==> src/rtl/branch_ctrl_pkg.sv <==
// Shared branch encodings, FSM state type and decode helpers for the branch
// resolution logic in ID.
package branch_ctrl_pkg;

  localparam logic [5:0] OP_REGIMM = 6'b000001;
  localparam logic [5:0] OP_BEQ    = 6'b000100;
  localparam logic [5:0] OP_BNE    = 6'b000101;
  localparam logic [5:0] OP_BLEZ   = 6'b000110;
  localparam logic [5:0] OP_BGTZ   = 6'b000111;

  localparam logic [4:0] RT_BLTZ   = 5'b00000;
  localparam logic [4:0] RT_BGEZ   = 5'b00001;
  localparam logic [4:0] RT_BLTZAL = 5'b10000;
  localparam logic [4:0] RT_BGEZAL = 5'b10001;

  typedef enum logic [1:0] {
    ST_IDLE  = 2'b00,
    ST_STALL = 2'b01,
    ST_HOLD  = 2'b10
  } state_e;

  function automatic logic op_is_branch(input logic [5:0] op, input logic [4:0] rt);
    logic res;
    case (op)
      OP_BEQ, OP_BNE, OP_BLEZ, OP_BGTZ: res = 1'b1;
      OP_REGIMM: begin
        case (rt)
          RT_BLTZ, RT_BGEZ, RT_BLTZAL, RT_BGEZAL: res = 1'b1;
          default:                                res = 1'b0;
        endcase
      end
      default: res = 1'b0;
    endcase
    return res;
  endfunction

  function automatic logic op_is_link(input logic [5:0] op, input logic [4:0] rt);
    return (op == OP_REGIMM) && ((rt == RT_BLTZAL) || (rt == RT_BGEZAL));
  endfunction

  // Only the two-register compares read rt; REGIMM reuses the rt field as a sub-opcode.
  function automatic logic op_uses_rt(input logic [5:0] op);
    return (op == OP_BEQ) || (op == OP_BNE);
  endfunction

endpackage

==> src/rtl/branch_ctrl_hazard.sv <==
// Combinational operand hazard check for a branch in ID: required stall
// count and MEM-stage forward selects.
module branch_hazard_detect
  import branch_ctrl_pkg::*;
(
  input  logic       id_valid_i,
  input  logic [5:0] id_op_i,
  input  logic [4:0] id_rs_i,
  input  logic [4:0] id_rt_i,
  input  logic       ex_wreg_i,
  input  logic [4:0] ex_wa_i,
  input  logic       ex_load_i,
  input  logic       mem_wreg_i,
  input  logic [4:0] mem_wa_i,
  input  logic       mem_load_i,
  output logic       is_branch_o,
  output logic       is_link_o,
  output logic [1:0] stall_n_o,
  output logic       fwd_a_o,
  output logic       fwd_b_o
);

  logic       use_a_s, use_b_s;
  logic       ex_a_s, ex_b_s, mem_a_s, mem_b_s;
  logic [1:0] n_a_s, n_b_s;

  // Register 0 is hardwired, so a match on it is never a dependency.
  always_comb begin
    is_branch_o = id_valid_i && op_is_branch(id_op_i, id_rt_i);
    is_link_o   = id_valid_i && op_is_link(id_op_i, id_rt_i);
    use_a_s     = is_branch_o && (id_rs_i != 5'd0);
    use_b_s     = is_branch_o && op_uses_rt(id_op_i) && (id_rt_i != 5'd0);

    ex_a_s  = use_a_s && ex_wreg_i  && (ex_wa_i  == id_rs_i);
    ex_b_s  = use_b_s && ex_wreg_i  && (ex_wa_i  == id_rt_i);
    mem_a_s = use_a_s && mem_wreg_i && (mem_wa_i == id_rs_i);
    mem_b_s = use_b_s && mem_wreg_i && (mem_wa_i == id_rt_i);

    if (ex_a_s) begin
      n_a_s = ex_load_i ? 2'd2 : 2'd1;
    end else if (mem_a_s && mem_load_i) begin
      n_a_s = 2'd1;
    end else begin
      n_a_s = 2'd0;
    end

    if (ex_b_s) begin
      n_b_s = ex_load_i ? 2'd2 : 2'd1;
    end else if (mem_b_s && mem_load_i) begin
      n_b_s = 2'd1;
    end else begin
      n_b_s = 2'd0;
    end

    stall_n_o = (n_a_s > n_b_s) ? n_a_s : n_b_s;
    // A younger EX writer shadows the MEM value; that case stalls instead.
    fwd_a_o   = mem_a_s && !mem_load_i && !ex_a_s;
    fwd_b_o   = mem_b_s && !mem_load_i && !ex_b_s;
  end

endmodule

==> src/rtl/branch_ctrl.sv <==
// ID-stage branch controller: resolves branches, stalls on unresolved
// operands and holds a resolved redirect across downstream freezes.
module branch_ctrl
  import branch_ctrl_pkg::*;
(
  input  logic       clk,
  input  logic       rst,
  input  logic       id_valid,
  input  logic [5:0] id_op,
  input  logic [4:0] id_rs,
  input  logic [4:0] id_rt,
  input  logic       ex_wreg,
  input  logic [4:0] ex_wa,
  input  logic       ex_load,
  input  logic       mem_wreg,
  input  logic [4:0] mem_wa,
  input  logic       mem_load,
  input  logic       ext_stall,
  input  logic       cmp_y,
  output logic       stall_id,
  output logic       fwd_a,
  output logic       fwd_b,
  output logic       pc_src,
  output logic       link_we
);

  state_e     state_q, state_d;
  logic [1:0] cnt_q, cnt_d;
  logic       taken_q, taken_d;

  logic       is_branch_s, is_link_s, fwd_a_s, fwd_b_s;
  logic [1:0] stall_n_s;
  logic       stall_s, pc_src_s;

  branch_hazard_detect u_hazard (
    .id_valid_i  (id_valid),
    .id_op_i     (id_op),
    .id_rs_i     (id_rs),
    .id_rt_i     (id_rt),
    .ex_wreg_i   (ex_wreg),
    .ex_wa_i     (ex_wa),
    .ex_load_i   (ex_load),
    .mem_wreg_i  (mem_wreg),
    .mem_wa_i    (mem_wa),
    .mem_load_i  (mem_load),
    .is_branch_o (is_branch_s),
    .is_link_o   (is_link_s),
    .stall_n_o   (stall_n_s),
    .fwd_a_o     (fwd_a_s),
    .fwd_b_o     (fwd_b_s)
  );

  always_ff @(posedge clk or posedge rst) begin
    if (rst) begin
      state_q <= ST_IDLE;
      cnt_q   <= 2'd0;
      taken_q <= 1'b0;
    end else begin
      state_q <= state_d;
      cnt_q   <= cnt_d;
      taken_q <= taken_d;
    end
  end

  always_comb begin
    state_d  = state_q;
    cnt_d    = cnt_q;
    taken_d  = taken_q;
    stall_s  = 1'b0;
    pc_src_s = 1'b0;
    case (state_q)
      ST_IDLE: begin
        if (is_branch_s) begin
          if (stall_n_s != 2'd0) begin
            stall_s = 1'b1;
            cnt_d   = stall_n_s;
            state_d = ST_STALL;
          end else if (ext_stall) begin
            pc_src_s = cmp_y;
            taken_d  = cmp_y;
            state_d  = ST_HOLD;
          end else begin
            pc_src_s = cmp_y;
          end
        end else begin
          state_d = ST_IDLE;
        end
      end
      ST_STALL: begin
        stall_s = 1'b1;
        if (!id_valid) begin
          cnt_d   = 2'd0;
          state_d = ST_IDLE;
        end else if (!ext_stall) begin
          // Saturating countdown: the last step lands on 0 and re-evaluates.
          if (cnt_q <= 2'd1) begin
            cnt_d   = 2'd0;
            state_d = ST_IDLE;
          end else begin
            cnt_d = cnt_q - 2'd1;
          end
        end else begin
          cnt_d = cnt_q;
        end
      end
      ST_HOLD: begin
        pc_src_s = taken_q;
        if (!ext_stall) begin
          state_d = ST_IDLE;
        end else begin
          state_d = ST_HOLD;
        end
      end
      default: begin
        state_d = ST_IDLE;
        cnt_d   = 2'd0;
        taken_d = 1'b0;
      end
    endcase
  end

  // Outputs are forced quiet for as long as reset is held.
  always_comb begin
    stall_id = !rst && stall_s;
    pc_src   = !rst && pc_src_s;
    fwd_a    = !rst && fwd_a_s;
    fwd_b    = !rst && fwd_b_s;
    link_we  = !rst && is_link_s && !stall_s;
  end

endmodule

==> config.mk <==
export PLATFORM = sky130hd
export DESIGN_NAME = branch_ctrl
export DESIGN_NICKNAME = d
export VERILOG_FILES = /design/src/rtl/branch_ctrl_pkg.sv /design/src/rtl/branch_ctrl_hazard.sv /design/src/rtl/branch_ctrl.sv
export SDC_FILE = /design/constraint.sdc
export NUM_CORES = 1
export LEC_CHECK = 0
export BUFFER_PORTS_ARGS = -buffer_cell sky130_fd_sc_hd__buf_2
export CAP_MARGIN = 30
export CORE_UTILIZATION = 40
export DETAILED_ROUTE_END_ITERATION = 7
export PLACE_DENSITY_LB_ADDON = 0.15
export REMOVE_ABC_BUFFERS = 1
export SYNTH_ARGS = -nofsm -noshare
export SYNTH_HDL_FRONTEND = slang
export SYNTH_SLANG_ARGS = --single-unit
==> constraint.sdc <==
create_clock -name clk -period 6.39 [get_ports clk]
set_input_delay 1.917 -clock clk [delete_from_list [all_inputs] [get_ports clk]]
set_output_delay 1.917 -clock clk [all_outputs]
set_load 0.01 [all_outputs]
==> key figures <==
Power
  – LEAKAGE: between 0.6 and 0.7 nW
  – Share of power burned in registers: 0.289
  – Maximum vdd drop: 0.0874 mV
  – P_sw: 0.0432 mW
  – Switching fraction of total power: 0.344
  – Cell Pwr Density: 83.6 mW/mm2
  – Comb pwr share: 0.396
  – Cell-internal power: 0.0825 mW
  – Pwr Total: 0.126 mW
  – Power share of the clock group: 0.315

Critical path
  – Cell Chain, Critical Path: buf_2 > or4b_4 > nor2_4 > o311ai_4 > or3_4 > ha_4 > a21boi_1 > o21a_1 > o31ai_4 > a21oi_2 > and4_1 > buf_2
  – Critical path startpoint category: primary input
  – Crit Path Max Fanout: 2
  – Last element of the critical path: link_we
  – Worst EP arrival: 4460 ps
  – Slowest stage cell, crit path: or4b_4
  – Worst Path Buf+Inv: 2
  – Worst R2R Path Depth: 9
  – Crit Reg-Reg Startpoint: state_q[1]
  – R2r endpoint: cnt_q[1]
  – Max incr delay on CP: 560 ps
  – CP delay by family, top: simple AND/OR/NAND/NOR gates
  – Crit Path Category: primary input to output port
  – Worst EP required: 4470 ps
  – Crit path from: id_op[3]
  – Most frequent CP cell: buf_2
  – Worst R2R Setup Slack: between 4000 and 5000 ps
  – Crit end category: output port
  – Crit. path cell count: 12

Synth
  – Post-Syn Area: approximately 960 um2
  – Post-synth top area share: 0.130
  – Ranking of synthesized cells by area: dfrtp_1 13%, xnor2_1 9.1%, xor2_1 9.1%
  – YS warnings: 0
  – Flops & latches, synth: 5
  – Cells after synthesis: roughly 120
  – EDFF count, synth: 0
  – Area leader, netlist: dfrtp_1
  – Ys flop type: dfrtp_1
  – Synth cell types: 42
  – Syn Area/Cell: between 7 and 8 um2
  – Fraction of registers with async set/reset: 1.00
  – Post-synthesis sequential area ratio: 0.130
  – Synth top cells by count: 10 x inv_1, 10 x nor2_1, 10 x xnor2_1, 10 x xor2_1, 8 x nand2_1

Clock tree
  – Num CTS Buffers: 3
  – Clock Tree Buf Depth: 2
  – CTS tree: done
  – H-Tree Depth: 1
  – Clk slew on worst S/H paths: 40 ps
  – CTS Hold Bufs: 0
  – Clk sinks: 5
  – Root buffer cell: clkbuf_4
  – Worst-Skew Late Latency: 260 ps

STA
  – Hold slack: ~500 ps
  – Max Clock Skew: roughly 0.085 ps
  – Final Hold Viols: 0
  – Max-slew headroom: 0.643
  – Pins Over Slew Limit: 0
  – Max Freq: 0.157 GHz
  – Final worst slack: 15.1 ps
  – Slew @ Worst Pin: about 530 ps
  – Fin crit share: 0.998
  – Final Critical Period: around 6400 ps
  – Final setup violating endpoints: 0
  – Unrepaired setup endpoints after global routing: yes

Drt
  – Drt total wl: 2940 um
  – Vias: 1178
  – Vias/cell: 5.45
  – WL per Instance: 13.6 um
  – DRT Pass-1 Iters: 4
  – # DRC: 0
  – DR iter-0 viols: 18
  – Post-DRT Antenna Nets: 0

Floorplan
  – FP Rows: 17
  – # IOs: 40
  – Starting Density: 0.430
  – DIE WIDTH: around 51 um
  – Die H: 51.0 um
  – Die area: 0.00260 mm2
  – Core box area: 0.00223 mm2

Placement
  – Gpl congestion: 0.794
  – Port buffer count: 39
  – Hpwl dp: 2380 um
  – DP Worst Slack: -198 ps
  – Post-place instance area: between 0.001 and 0.0015 mm2

GRT
  – GR Overflow Total: 0
  – Largest net degree at the start of global routing: 9
  – Vias in the first global route: 1115
  – Initial antenna violation count: 0
  – First-pass GRT wire length: 4660 um
  – All-Layer GR Usage: 0.243

Outcome
  – Status: finished clean

Cells and area
  – Ant. Diodes: 0
  – Layout cells sized above 1: 0.463
  – Design area: between 0.0015 and 0.002 mm2
  – Nets: 230
  – Layout fillers: 206
  – Area growth, synth to finish: 56.7%
  – Final design utilization: 0.673

Run
  – Max-Cap Viols: 0

Worst hold path
  – Worst Hold Class: flip-flop to flip-flop
-- registers in the layout (all words and copies together) (netlist names) --
| name | count |
|---|---|
| cnt_q | 2 |
| state_q | 2 |
| taken_q | 1 |
-- area by class of cell --
cell class	instances	area (um2)	area share
Inverter	10	37.5	0.0250
Clock buffer	4	26.3	0.0175
Sequential cell	5	125	0.0832
Tap cell	28	35.0	0.0233
Multi-Input combinational cell	108	912	0.606
Timing Repair Buffer	61	368	0.245
-- timing repair --
item | in CTS | in global routing
endpoints found under the setup margin | 3 | 3
pin swaps | 11 | 10
gates resized for setup | 8 | 15
setup buffers | 4 | 3
-- cells by family (layout without fill, tap and decap cells) --
logic type | count (synthesis) | in the layout | synth area share
AOI/OAI and AO/OA | 27 | 27 | 0.220
xor gates and xnor gates | 20 | 20 | 0.183
adders and majority gates | 6 | 6 | 0.0782
buffers and inverters | 10 | 75 | 0.0391
DFF | 5 | 5 | 0.130
muxes | 2 | 2 | 0.0261
and+or+nand+nor | 53 | 53 | 0.323
-- cells in the final DEF, fill, tap and decap left out, types with 2 or more instances in the layout --
master,n
xnor2_1,10
nand4_1,4
o22ai_1,2
inv_1,9
nand3_1,7
buf_2,39
nor3_1,3
and2_1,2
xor2_1,10
nand2_1,7
o21a_1,3
ha_4,3
dfrtp_1,5
or3_1,3
a21oi_1,6
nor2_4,3
buf_4,20
nor2_1,8
clkbuf_4,3
ha_1,3
buf_6,2
o21ba_4,2
nand3b_1,3
or4_1,2
-- worst min path at each step --
stage,from,endpoint,cells after the start
5_1_grt,taken_q,taken_q,2
3_3_place_gp,taken_q,taken_q,2
4_1_cts,taken_q,taken_q,2
3_5_place_dp,taken_q,taken_q,2
2_1_floorplan,taken_q,taken_q,2
6_report,taken_q,taken_q,2
-- power groups by stage --
stage / clock network, mW / registers (mW) / logic (mW)
after global routing: 0.0414 / 0.0365 / 0.0545
final: 0.0396 / 0.0364 / 0.0498
after global placement: 0 / 0.0369 / 0.0461
after CTS: 0.0397 / 0.0364 / 0.0486
after floorplan: 0 / 0.0363 / 0.0228
after detailed placement: 0 / 0.0368 / 0.0472
-- worst reg2reg max path, delay by kind of cell, from the launching register on --
kind,cells,cell delay (ps)
and+or+nand+nor,2,550
AOI/OAI and AO/OA,5,750
buffers and inverters,1,80
adders and majority gates,1,210
DFF,1,370
-- stage by stage --
| stage | TNS [ps] | instances |
|---|---|---|
| 6_report | 0 | 216 |
| 5_1_grt | -170 | 216 |
| 4_1_cts | -2.01 | 213 |
| 3_5_place_dp | -313 | 205 |
| 3_3_place_gp | -99.6 | 205 |
| 2_1_floorplan | 0 | 123 |
-- routing by layer --
metal	global-route usage	part of all wire	vias up
li1	-	-	582
met4	0.144	0.023	0
met1	0.232	0.38	550
met2	0.487	0.56	37
met5	0	0	-
met3	0.0268	0.035	9
No activity file was read; power rests on OpenSTA's default activity.
